--- src/rtl/posit_add_issue.sv ---
// posit_add_issue: operand-pair FIFO with credit-gated issue into a posit adder.
// Optional sticky NaR-operand flag enabled by POSIT_ADD_ISSUE_NAR_FLAG_EN.
module posit_add_issue #(
    parameter int N       = 36,
    parameter int DEPTH   = 4,
    parameter int CREDITS = 8
) (
    input  logic                       clk,
    input  logic                       rst_n,
    input  logic                       s_valid,
    output logic                       s_ready,
    input  logic [N-1:0]               s_in1,
    input  logic [N-1:0]               s_in2,
    output logic [N-1:0]               add_in1,
    output logic [N-1:0]               add_in2,
    output logic                       add_start,
    input  logic                       credit_ret,
    output logic [$clog2(CREDITS):0]   credit_cnt,
    output logic                       credit_err,
    output logic                       nar_flag
);
    localparam int AW = $clog2(DEPTH);
    localparam int CW = $clog2(CREDITS) + 1;

    logic [2*N-1:0] mem [DEPTH];
    logic [AW-1:0]  wr_ptr, rd_ptr;
    logic [AW:0]    count;
    logic [2*N-1:0] head;
    logic           push, issue, credit_full;

    assign s_ready     = count < (AW+1)'(DEPTH);
    assign push        = s_valid && s_ready;
    assign issue       = (count != '0) && (credit_cnt != '0);
    assign head        = mem[rd_ptr];
    assign credit_full = credit_cnt == CW'(CREDITS);

    // Storage is left unreset; occupancy alone decides what is live.
    always_ff @(posedge clk) begin
        if (push)
            mem[wr_ptr] <= {s_in1, s_in2};
    end

    always_ff @(posedge clk or negedge rst_n) begin
        if (!rst_n) begin
            wr_ptr     <= '0;
            rd_ptr     <= '0;
            count      <= '0;
            add_start  <= 1'b0;
            add_in1    <= '0;
            add_in2    <= '0;
            credit_cnt <= CW'(CREDITS);
            credit_err <= 1'b0;
        end else begin
            if (push)
                wr_ptr <= wr_ptr + AW'(1);
            if (issue)
                rd_ptr <= rd_ptr + AW'(1);
            count     <= count + (AW+1)'(push) - (AW+1)'(issue);
            add_start <= issue;
            if (issue)
                {add_in1, add_in2} <= head;
            if (issue && !credit_ret)
                credit_cnt <= credit_cnt - CW'(1);
            else if (credit_ret && !issue) begin
                if (credit_full)
                    credit_err <= 1'b1;
                else
                    credit_cnt <= credit_cnt + CW'(1);
            end
        end
    end

`ifdef POSIT_ADD_ISSUE_NAR_FLAG_EN
    localparam logic [N-1:0] NAR = {1'b1, {(N-1){1'b0}}};

    always_ff @(posedge clk or negedge rst_n) begin
        if (!rst_n)
            nar_flag <= 1'b0;
        else if (issue && (head[2*N-1:N] == NAR || head[N-1:0] == NAR))
            nar_flag <= 1'b1;
    end
`else
    assign nar_flag = 1'b0;
`endif

endmodule

--- config.mk ---
export PLATFORM = sky130hd
export DESIGN_NAME = posit_add_issue
export DESIGN_NICKNAME = d
export VERILOG_FILES = /design/src/rtl/posit_add_issue.sv
export SDC_FILE = /design/constraint.sdc
export NUM_CORES = 1
export LEC_CHECK = 0
export CAP_MARGIN = 30
export CELL_PAD_IN_SITES_DETAIL_PLACEMENT = 1
export CELL_PAD_IN_SITES_GLOBAL_PLACEMENT = 1
export CORE_MARGIN = 2
export CORE_UTILIZATION = 31
export CTS_BUF_LIST = sky130_fd_sc_hd__clkbuf_8
export CTS_CLUSTER_SIZE = 14
export DETAILED_ROUTE_END_ITERATION = 7
export PLACE_DENSITY_LB_ADDON = 0.1
export SETUP_SLACK_MARGIN = 0.05
export SYNTH_ARGS = -nofsm -noshare
export SYNTH_HDL_FRONTEND = slang
export SYNTH_SLANG_ARGS = --single-unit
--- constraint.sdc ---
create_clock -name clk -period 3.2 [get_ports clk]
set_clock_uncertainty 0.1 [all_clocks]
set_input_delay 0.32 -clock clk [delete_from_list [all_inputs] [get_ports clk]]
set_output_delay 0.32 -clock clk [all_outputs]
set_load 0.03 [all_outputs]
Word-level counts from Yosys, hierarchy flattened
Memories as Yosys holds them, arrays and structs flattened. A register that Yosys moved wholly into a read port is not among the register bits.
Cells that the tools add are included.
Widths: inputs -> output; s select.

storage, ports and cells
  flip-flop bits (word level) = 13
  bits in writable memories = 288
  memories kept = 1
  input bits = 76
  latch bits = 0
  logic and storage cells = 34
  ROM bits = 0
  output and inout port bits = 80

operators by class
  divide/modulo/power cells = 0
  shifts and indexed selects = 0
  equality and inequality tests = 2
  $lt $le $gt $ge = 1
  bitwise gates (word level) = 1
  $mul = 0
  $add $sub $neg = 6
  reduce and logical (&&, ||, !) cells = 12
  mux-type cells = 5

memory list
  memory  words  bits a word  rd ports  clocked after Yosys merged registers in  write ports  line  RTL
  mem     4      72           1         1                                        1            25    logic [2*N-1:0] mem [DEPTH];

operators with widths
  operator             number
  $mux 4               3
  $add 2x1->2 const B  2
  $add 4x1->4 const B  1
  $eq 4x4->1 const B   1
  $logic_and 1x1->1    4
  $reduce_bool 4->1    1
  $sub 4x1->4 const B  1
  $add 3x1->3          1
  $logic_not 1->1      3
  $lt 3x3->1 const B   1
  $reduce_and 3->1     1
  $reduce_bool 3->1    1
  $sub 3x1->3          1
  $mux 1               2
  $ne 2x1->1 const B   1
  $reduce_and 2->1     1
  $reduce_bool 2->1    1
  $not 1->1            1

Logic depth before layout (Yosys ltp)
Gate-level depths: netlist of run 1.

  depth in word-level cells = 6
  mapped depth = 11
  mapped depth without buffers = 9

Worst setup path before layout of run 1
OpenSTA, ideal clock, no wires.

  path kind = register to register
  from = register count[2]
  to = memory mem[0][0] (netlist bit), enable pin
  stages on the path, launching flop included = 4
  slack = 0.242 ns
  path buffers = 1
  library setup time = 0.438 ns
  period minus slack after synthesis = 2.958 ns
  required time = 2.662 ns
  arrival = 2.420 ns
  cell sequence = dfrtp_1 nor2b_1 clkbuf_1 and2_1

on the way
  cells in the longest elaborated chain, start to end = 4

RTL lines
  item                          line  RTL
  from (decl)                   27    logic [AW:0] count;
  from (signal assigned)        58    count <= count + (AW+1)'(push) - (AW+1)'(issue);
  $lt 3x3->1                    31    assign s_ready = count < (AW+1)'(DEPTH);
  $logic_and 1x1->1             32    assign push = s_valid && s_ready;
  $mux 1                        39    if (push)
  $mux 1 (not written as such)  40    mem[wr_ptr] <= {s_in1, s_in2};
  to (decl)                     25

Every way passes these cells.

Worst setup path after layout of run 1
  from = register credit_cnt[1]
  to = register credit_cnt[2]

on the way
  cells in the longest elaborated chain, start to end = 6
  elaborated cells on any way between the ends = 14
  those cells by class = add/sub: 2; eq/ne: 2; mux: 3; reduce/logical: 7

RTL lines
  item                                                 line  RTL
  from (decl)                                          18    output logic [$clog2(CREDITS):0] credit_cnt,
  from (signal assigned)                               51    credit_cnt <= CW'(CREDITS);
  from (signal assigned)                               63    credit_cnt <= credit_cnt - CW'(1);
  from (signal assigned)                               68    credit_cnt <= credit_cnt + CW'(1);
  branches (longest 6 deep; another with $add 4x1->4)  -

Several ways; the timed one is not identified. The select of a mux whose other input is x is not followed.
A chain may end at the register's enable or synchronous reset.

==> reports/results.ini, run 1 <==
[grt]
busiest_layer = met2
grt_pass1_vias = 7899
overflow = 0
grt_use_met1_pct = 16.1
met3_usage_pct = 4.08
use_met2_pct = 24.0
grt_max_degree = 73
grt_util_all_layers_pct = 13.8
antenna_found_initial = 1
grt_pass1_wl_um = 48200

[clock_network]
tritoncts.num_buffers = 69
clkTransAtPathRegs_ps = 60
clk-insertion-delay-late_ps = 600
cts_setup_buffers = 0
clockBufferDepth = 3
cts_root_buffer = clkbuf_8
cts-htree-levels = 3
cts_tree = done
cts_sinks = 373

[timing]
finalSetupTns_ps = 0
drv_slew = 0
hold_ws_ps = 183
hold_viol = 0
max_freq_mhz = 382
slew-limit-headroom_pct = 54.2
period_share_pct = 81.7
rsz0062_at_grt = false
final.min_clock_period_ps = 2620
finalSetupViolations = 0
tightest_slew_ps = 687

[final_layout]
multi_input_area_um2 = 2990
stdcell_count = 1457
drive_above_1_share_pct = 30.8
final_cell_mix = edfxtp_1, clkdlybuf4s50_1, dfrtp_1
syn_to_final_growth_pct = 26.4
nets = 898
final_common_cell = edfxtp_1
seq_area_um2 = 10800
nFillCells = 4291
n_antenna_cell = 0
utilization_pct = 39.8

[synthesis]
syn_avg_cell_area_um2 = 23.3
synth_top_area_share_pct = 62.0
yosys_warnings = 0
synth.area.top_cells = edfxtp_1, dfrtp_1, mux4_2
seq_area_frac_synth_pct = 77.3
ys_seq_elements = 373
syn_area_um2 = 13900
yosysTopAreaCell = edfxtp_1
synth_cell_types = 32
synth_nets = 686
synth_cells = 599

[route]
wire_per_inst_um = 21.3
first_pass_iters = 4
via_count = 6574
postRouteAntennaNets = 0
drc = 0
drtIter0Drc = 308
via_per_inst = 4.51
wirelength_um = 31100

[power]
power_density_nw_per_um2 = 999
leakagePower_nw = 6.28
swShare_pct = 32.0
p_int_mw = 12.0
pwr-share-comb_pct = 35.1
seqPwrFrac_pct = 40.2
power_mw = 17.6
ir_drop_mv = 0.396
clkPwrFrac_pct = 24.7
switchingPower_mw = 5.64

[worst_setup_path]
cp_max_fo = 7
path_delay_family = simple AND/OR/NAND/NOR gates
worst_setup_path_start_kind = flip-flop
critical_path.max_stage_delay_ps = 450
path_common_cell = xor2_1
arrival_ps = 3010
endpoint_kind = flip-flop
cp.required_ps = 3590
crit_type = flip-flop to flip-flop
crit_chain = or3_1 > o32a_2 > ha_1 > xor2_1 > ha_1 > a21oi_1 > xor2_1 > nor3_1 > xor2_1
crit_slowest_cell = dfrtp_1
crit_buf_inv = 0

[outcome]
status = finished clean

[floorplanning]
core_um2 = 44300
ioPinCount = 156
dieArea_um2 = 46700
die_h_um = 216
rows = 77
die_w_um = 216
initial_utilization_pct = 31.5

[placed_design]
port_buffers = 154
gp_congestion = 0.657
dp.cells = 1331
hpwl_um = 17000

[job]
maxCapViolations = 0

[min_path]
hp-class = input port to async pin

-- path summary, 6_finish.rpt --
| check | startpoint | end | slack, ps | cells after the start |
|---|---|---|---|---|
| hold reg to reg | credit_err | credit_err | 380 | 1 |
| max in group asynchronous | rst_n | credit_cnt[3] | 1990 | 3 |
| min in group clk | s_in1[20] | mem[3][56] | 250 | 1 |
| hold / removal | rst_n | add_in2[0] | 180 | 2 |
| setup reg to reg | credit_cnt[1] | credit_cnt[2] | 580 | 9 |
| setup / recovery | credit_cnt[1] | credit_cnt[2] | 580 | 9 |
-- routing by layer --
layer | up-vias | wire, um
li1 | 2857 | -
met4 | 2 | 736
met3 | 60 | 1770
met1 | 3505 | 12500
met5 | - | 13
met2 | 150 | 16000
-- power groups by stage --
stage / combinational (mW) / clock, mW / sequential, mW
after detailed placement: 6.35 / 0 / 7.20
after global placement: 6.24 / 0 / 7.13
final: 6.18 / 4.34 / 7.08
after global routing: 6.62 / 4.76 / 7.24
after floorplan: 3.35 / 0 / 7.87
after CTS: 6.36 / 4.54 / 7.12
-- sequential cells by signal, indices dropped and copies added (netlist names) --
name,count
add_start,1
rd_ptr,2
add_in1,36
add_in2,36
mem,288
wr_ptr,2
credit_err,1
credit_cnt,4
count,3
-- per-stage QoR --
step | cell area, um2 | setup WS, ps
after floorplan | 13900 | 242
after global placement | 16300 | 715
after detailed placement | 16300 | 571
after CTS | 17600 | 537
after global routing | 17600 | 368
final | 17600 | 584
-- cell families (layout without fill, tap and decap cells) --
| kind of cell | Yosys count | count (layout) | share of synthesized area, % |
|---|---|---|---|
| flops | 373 | 373 | 77.3 |
| other cells | 1 | 1 | 0.0269 |
| buf+inv | 36 | 302 | 1.36 |
| xor+xnor | 8 | 8 | 0.502 |
| simple gates | 15 | 15 | 0.619 |
| fa+ha+maj | 11 | 11 | 1.04 |
| mux | 147 | 147 | 18.8 |
| compound gates | 8 | 8 | 0.395 |
-- area by class of cell --
cell class | instances | area share, %
flip-flops and latches | 373 | 61.2
multi-input cells | 190 | 16.9
repair buffers | 168 | 9.91
clock buffers | 81 | 6.32
well taps | 592 | 4.20
clock inverters | 44 | 1.26
inverters | 9 | 0.192
-- worst register-to-register path: cells and delay by family, from the launching register on --
kind / cells / cell delay [ps]
AO/OA/AOI/OAI: 2 / 400
adder cells (fa/ha/maj): 2 / 490
flip-flops: 1 / 450
AND/OR/NAND/NOR: 2 / 620
XOR/XNOR: 3 / 470
-- synth_stat cells --
| master | number |
|---|---|
| inv_1 | 9 |
| nor3_1 | 1 |
| a211o_1 | 1 |
| nor2_1 | 2 |
| mux4_2 | 72 |
| a21oi_1 | 2 |
| nand3b_1 | 1 |
| edfxtp_1 | 288 |
| nand2_1 | 2 |
| conb_1 | 1 |
| nand2b_1 | 1 |
| ha_1 | 10 |
| nor2b_1 | 1 |
| or3_1 | 1 |
| o32a_1 | 1 |
| mux2_4 | 40 |
| dfstp_2 | 1 |
| dfrtp_1 | 84 |
| buf_2 | 11 |
| and2_1 | 4 |
| buf_6 | 5 |
| clkbuf_1 | 8 |
| mux2_2 | 35 |
| buf_1 | 2 |
| buf_4 | 1 |
| xor2_1 | 4 |
| xnor2_1 | 4 |
| nor3b_1 | 2 |
| o21ai_0 | 2 |
| a21o_1 | 1 |
| a41oi_1 | 1 |
| fa_1 | 1 |
-- what timing repair did --
action                                 CTS  global route
endpoints found under the hold margin   35             0
hold buffers                             1             0
resized for setup                        0             0
(Power assumes the default switching activity.)
==> run 2: changes to the inputs <==
clock period = 2.7 ns   (was 3.2 ns; I/O delays follow)
==> reports/results.ini, run 2 (same netlist as run 1, synthesis figures left out) <==
[timing]
max_freq_mhz = 393
tightest_slew_ps = 569
finalSetupViolations = 0
slew-limit-headroom_pct = 62.0
period_share_pct = 94.1
final.min_clock_period_ps = 2540
rsz0062_at_grt = false
fin_ws_ps = 159
drv_slew = 0
hold_viol = 0

[final_layout]
top_register = mem
fin_area_um2 = 17700
syn_to_final_growth_pct = 27.3
drive_above_1_share_pct = 31.5
final_common_cell = edfxtp_1
nFillCells = 4259
reg_top3 = mem: 288 flops, add_in1: 36 flops, add_in2: 36 flops
nets = 904
final_cell_mix = edfxtp_1, clkdlybuf4s50_1, dfrtp_1
n_antenna_cell = 0
largest_reg_flops = 288

[clock_network]
tritoncts.num_buffers = 67
cts_sinks = 373
cts_tree = done
clockBufferDepth = 3
cts_root_buffer = clkbuf_8
cts-htree-levels = 3
clk-insertion-delay-late_ps = 590
clkTransAtPathRegs_ps = 60

[placed_design]
port_buffers = 154
placed_cell_area_um2 = 16400
hpwl_um = 17500
gp_congestion = 0.697
place_ws_ps = -20.7

[worst_setup_path]
arrival_ps = 2940
cp.required_ps = 3100
cp_max_fo = 7
endpoint_kind = flip-flop
worst_setup_path_start_kind = flip-flop
crit_type = flip-flop to flip-flop

[grt]
overflow = 0
grt_pass1_wl_um = 47900
antenna_found_initial = 3
grt_max_degree = 62
grt_pass1_vias = 7824
grt_util_all_layers_pct = 13.8

[route]
wirelength_um = 31000
postRouteAntennaNets = 0
drc = 0
drtIter0Drc = 330
via_count = 6608
via_per_inst = 4.53
first_pass_iters = 4
wire_per_inst_um = 21.3

[floorplanning]
core_um2 = 44300
rows = 77
initial_utilization_pct = 31.5
die_h_um = 216
dieArea_um2 = 46700
die_w_um = 216
ioPinCount = 156

[power]
leakagePower_nw = 6.30
ir_drop_mv = 1.01
power_density_nw_per_um2 = 1180

[job]
maxCapViolations = 0

[min_path]
hp-class = input port to async pin

[outcome]
status = finished clean

## run 2: per-stage QoR
step | hold WS [ps] | setup TNS (ps) | util [%] | total power, mW | std cells
detailed placement | 143 | -20.7 | 37.0 | 16.1 | 1336
CTS | 32.8 | 0 | 40.0 | 21.4 | 1456
global placement | 119 | 0 | 37.0 | 15.9 | 1336
finish | 76.2 | 0 | 40.1 | 21.0 | 1459
global route | 71.6 | 0 | 40.1 | 22.2 | 1459
floorplan | -126 | 0 | - | 13.3 | 599
## run 2: cell type report
type / count / area (um2) / area share [%]
flip-flops and latches: 373 / 10800 / 60.8
multi-input cells: 190 / 3010 / 17.0
repair buffers: 176 / 1870 / 10.5
clock buffers: 76 / 1050 / 5.89
well taps: 592 / 741 / 4.17
clock inverters: 43 / 259 / 1.46
inverters: 9 / 33.8 / 0.190
## run 2: path summary, 6_finish.rpt
| kind | start | end | slack, ps | cells after the start |
|---|---|---|---|---|
| max | credit_cnt[1] | count[2] | 160 | 8 |
| min | rst_n | add_in1[19] | 80 | 2 |
| max reg2reg | credit_cnt[1] | count[2] | 160 | 8 |
| min reg2reg | credit_err | credit_err | 370 | 1 |
| max in group asynchronous | rst_n | rd_ptr[1] | 1730 | 3 |
| min in group clk | s_in2[5] | mem[3][5] | 210 | 1 |
## run 2: layer usage
metal | routed length (um) | share of wire, % | vias up | global-route usage (%)
met1 | 13000 | 42 | 3532 | 17.0
met3 | 1730 | 5.6 | 50 | 3.89
met5 | 44 | 0.14 | - | 0
met4 | 600 | 1.9 | 6 | 5.23
li1 | - | - | 2863 | -
met2 | 15700 | 51 | 157 | 22.9
## run 2: report_power, final
| group | internal [mW] | switching, mW | total [mW] |
|---|---|---|---|
| Sequential | 7.58 | 0.678 | 8.26 |
| Clock | 2.86 | 2.27 | 5.13 |
| Combinational | 3.88 | 3.71 | 7.60 |
## run 2: repair_timing
action / 4_1_cts / 5_1_grt
hold buffers: 1 / 0
endpoints found under the hold margin: 84 / 0
buffers inserted: 0 / 3
pin swaps: 0 / 1
endpoints found under the setup margin: 1 / 1
gates resized for setup: 1 / 3
## run 2: critical path, cell delays in order (launching register included)
cell     delay (ps)
dfrtp_2         450
or3_4           410
o32a_2          260
ha_1            320
inv_1            50
ha_1            190
fa_1            380
xnor2_1         180
xnor2_1         140
==> run 3: changes to the inputs <==
CORE_UTILIZATION = 51   (was 31)
==> reports/results.ini, run 3 (same netlist as run 1, synthesis figures left out) <==
[outcome]
status = finished clean

[clock_network]
tritoncts.num_buffers = 59
clockBufferDepth = 3
cts_setup_buffers = 0
cts_tree = done
cts-htree-levels = 2
clkTransAtPathRegs_ps = 60
cts_sinks = 373
cts_root_buffer = clkbuf_8
clk-insertion-delay-late_ps = 600

[power]
swShare_pct = 31.8
leakagePower_nw = 6.24
p_int_mw = 13.9
pwr-share-comb_pct = 37.0
power_mw = 20.3
switchingPower_mw = 6.45
ir_drop_mv = 0.702
power_density_nw_per_um2 = 1170
seqPwrFrac_pct = 41.1
clkPwrFrac_pct = 21.8

[grt]
grt_pass1_vias = 7567
antenna_found_initial = 1
grt_pass1_wl_um = 43600
overflow = 0
grt_max_degree = 76
grt_util_all_layers_pct = 20.2

[route]
wire_per_inst_um = 23.1
postRouteAntennaNets = 0
via_count = 6550
via_per_inst = 5.44
drtIter0Drc = 398
highest_layer = met5
drc = 0
route.met3.wl_um = 1280
first_pass_iters = 4
wirelength_um = 27800
met1Wirelength_um = 11600
route.met2.wl_um = 14400

[final_layout]
multi_input_area_um2 = 3010
top_register = mem
largest_reg_flops = 288
reg_top3 = mem: 288 flops, add_in1: 36 flops, add_in2: 36 flops
final_cell_mix = edfxtp_1, clkdlybuf4s50_1, dfrtp_1
nFillCells = 2204
seq_area_um2 = 10800
drive_above_1_share_pct = 30.6
syn_to_final_growth_pct = 24.3
final_common_cell = edfxtp_1
nets = 899

[worst_setup_path]
reg2regPathDepth = 8
rrSetupSlack_ps = 150
worst_setup_path_start_kind = flip-flop
endpoint_kind = flip-flop
cp.required_ps = 3080
reg2reg_from = credit_cnt[1]
crit_type = flip-flop to flip-flop
cp_max_fo = 7
arrival_ps = 2940
timing.rr.end = count[2]

[floorplanning]
initial_utilization_pct = 51.9
ioPinCount = 156
die_w_um = 169
die_h_um = 169
rows = 60
core_um2 = 26900
dieArea_um2 = 28700

[placed_design]
port_buffers = 154
hpwl_um = 17100
gp_congestion = 0.713

[timing]
final.min_clock_period_ps = 2550
tightest_slew_ps = 791
period_share_pct = 94.6
finalSetupTns_ps = 0
rsz0062_at_grt = false
drv_slew = 0
slew-limit-headroom_pct = 47.3
hold_viol = 0
max_freq_mhz = 391
finalSetupViolations = 0

[min_path]
min_to = mem[2][40]
hp-start = s_in1[4]
holdPathStages = 1
hp-class = input port to flip-flop

[job]
maxCapViolations = 0

-- run 3: cell types whose count changed in the layout (fill, tap and decap cells not counted) --
cell and change:
clkinvlp_4 -1, inv_8 +1, buf_4 -1, buf_12 +4, diode_2 +1, inv_1 -1, clkbuf_8 -10, clkinv_1 +5
bufinv_16 -2
-- run 3: layout make-up --
type                    count  area share (%)
diodes                      1          0.0144
clock buffers              66            5.24
clock inverters            45            1.26
inverters                   9           0.195
multi-input cells         190            17.4
flip-flops and latches    373            62.2
well taps                 341            2.46
repair buffers            179            11.2
-- run 3: through the flow --
stage	cells	hold WS, ps	cell area, um2	util (%)	worst slack [ps]
finish	1204	213	17300	64.5	145
global route	1203	200	17300	64.5	62.5
CTS	1203	178	17300	64.4	84.6
detailed placement	1091	318	16200	60.2	1.48
global placement	1091	297	16200	60.2	265
floorplan	599	-126	14000	-	72.7
-- run 3: critical path: stages (launching register included) --
cell,delay (ps)
dfrtp_2,460
or3_4,420
o32a_2,260
ha_1,300
inv_1,40
ha_1,180
fa_1,380
xnor2_1,190
xnor2_1,140
-- run 3: power groups by stage --
stage | combinational [mW] | sequential, mW | clock (mW)
after floorplan | 4.00 | 9.31 | 0
after global placement | 7.40 | 8.37 | 0
after detailed placement | 7.60 | 8.47 | 0
after CTS | 7.65 | 8.39 | 4.57
after global routing | 8.02 | 8.50 | 4.79
final | 7.52 | 8.35 | 4.44
-- run 3: how the worst max path moves through the flow --
stage / from / to / slack, ps / depth (start not counted)
floorplan: credit_cnt[1] / credit_cnt[2] / 70 / 11
global placement: credit_cnt[1] / credit_cnt[2] / 260 / 9
detailed placement: credit_cnt[1] / credit_cnt[2] / 1 / 9
CTS: credit_cnt[1] / credit_cnt[2] / 80 / 9
global route: credit_cnt[1] / credit_cnt[3] / 60 / 7
finish: credit_cnt[1] / count[2] / 150 / 8
-- run 3: per-layer routing --
layer | track usage (%) | up-vias
li1 | - | 2863
met1 | 26.6 | 3465
met2 | 34.8 | 174
met3 | 4.13 | 46
met4 | 5.54 | 2
met5 | 0 | -
-- run 3: timing repair --
action / in CTS / in global routing
resized for setup: 2 / 2
endpoints found under the setup margin: 1 / 1
hold endpoints to repair: 45 / 0
pin swaps: 0 / 1
hold buffers: 1 / 0
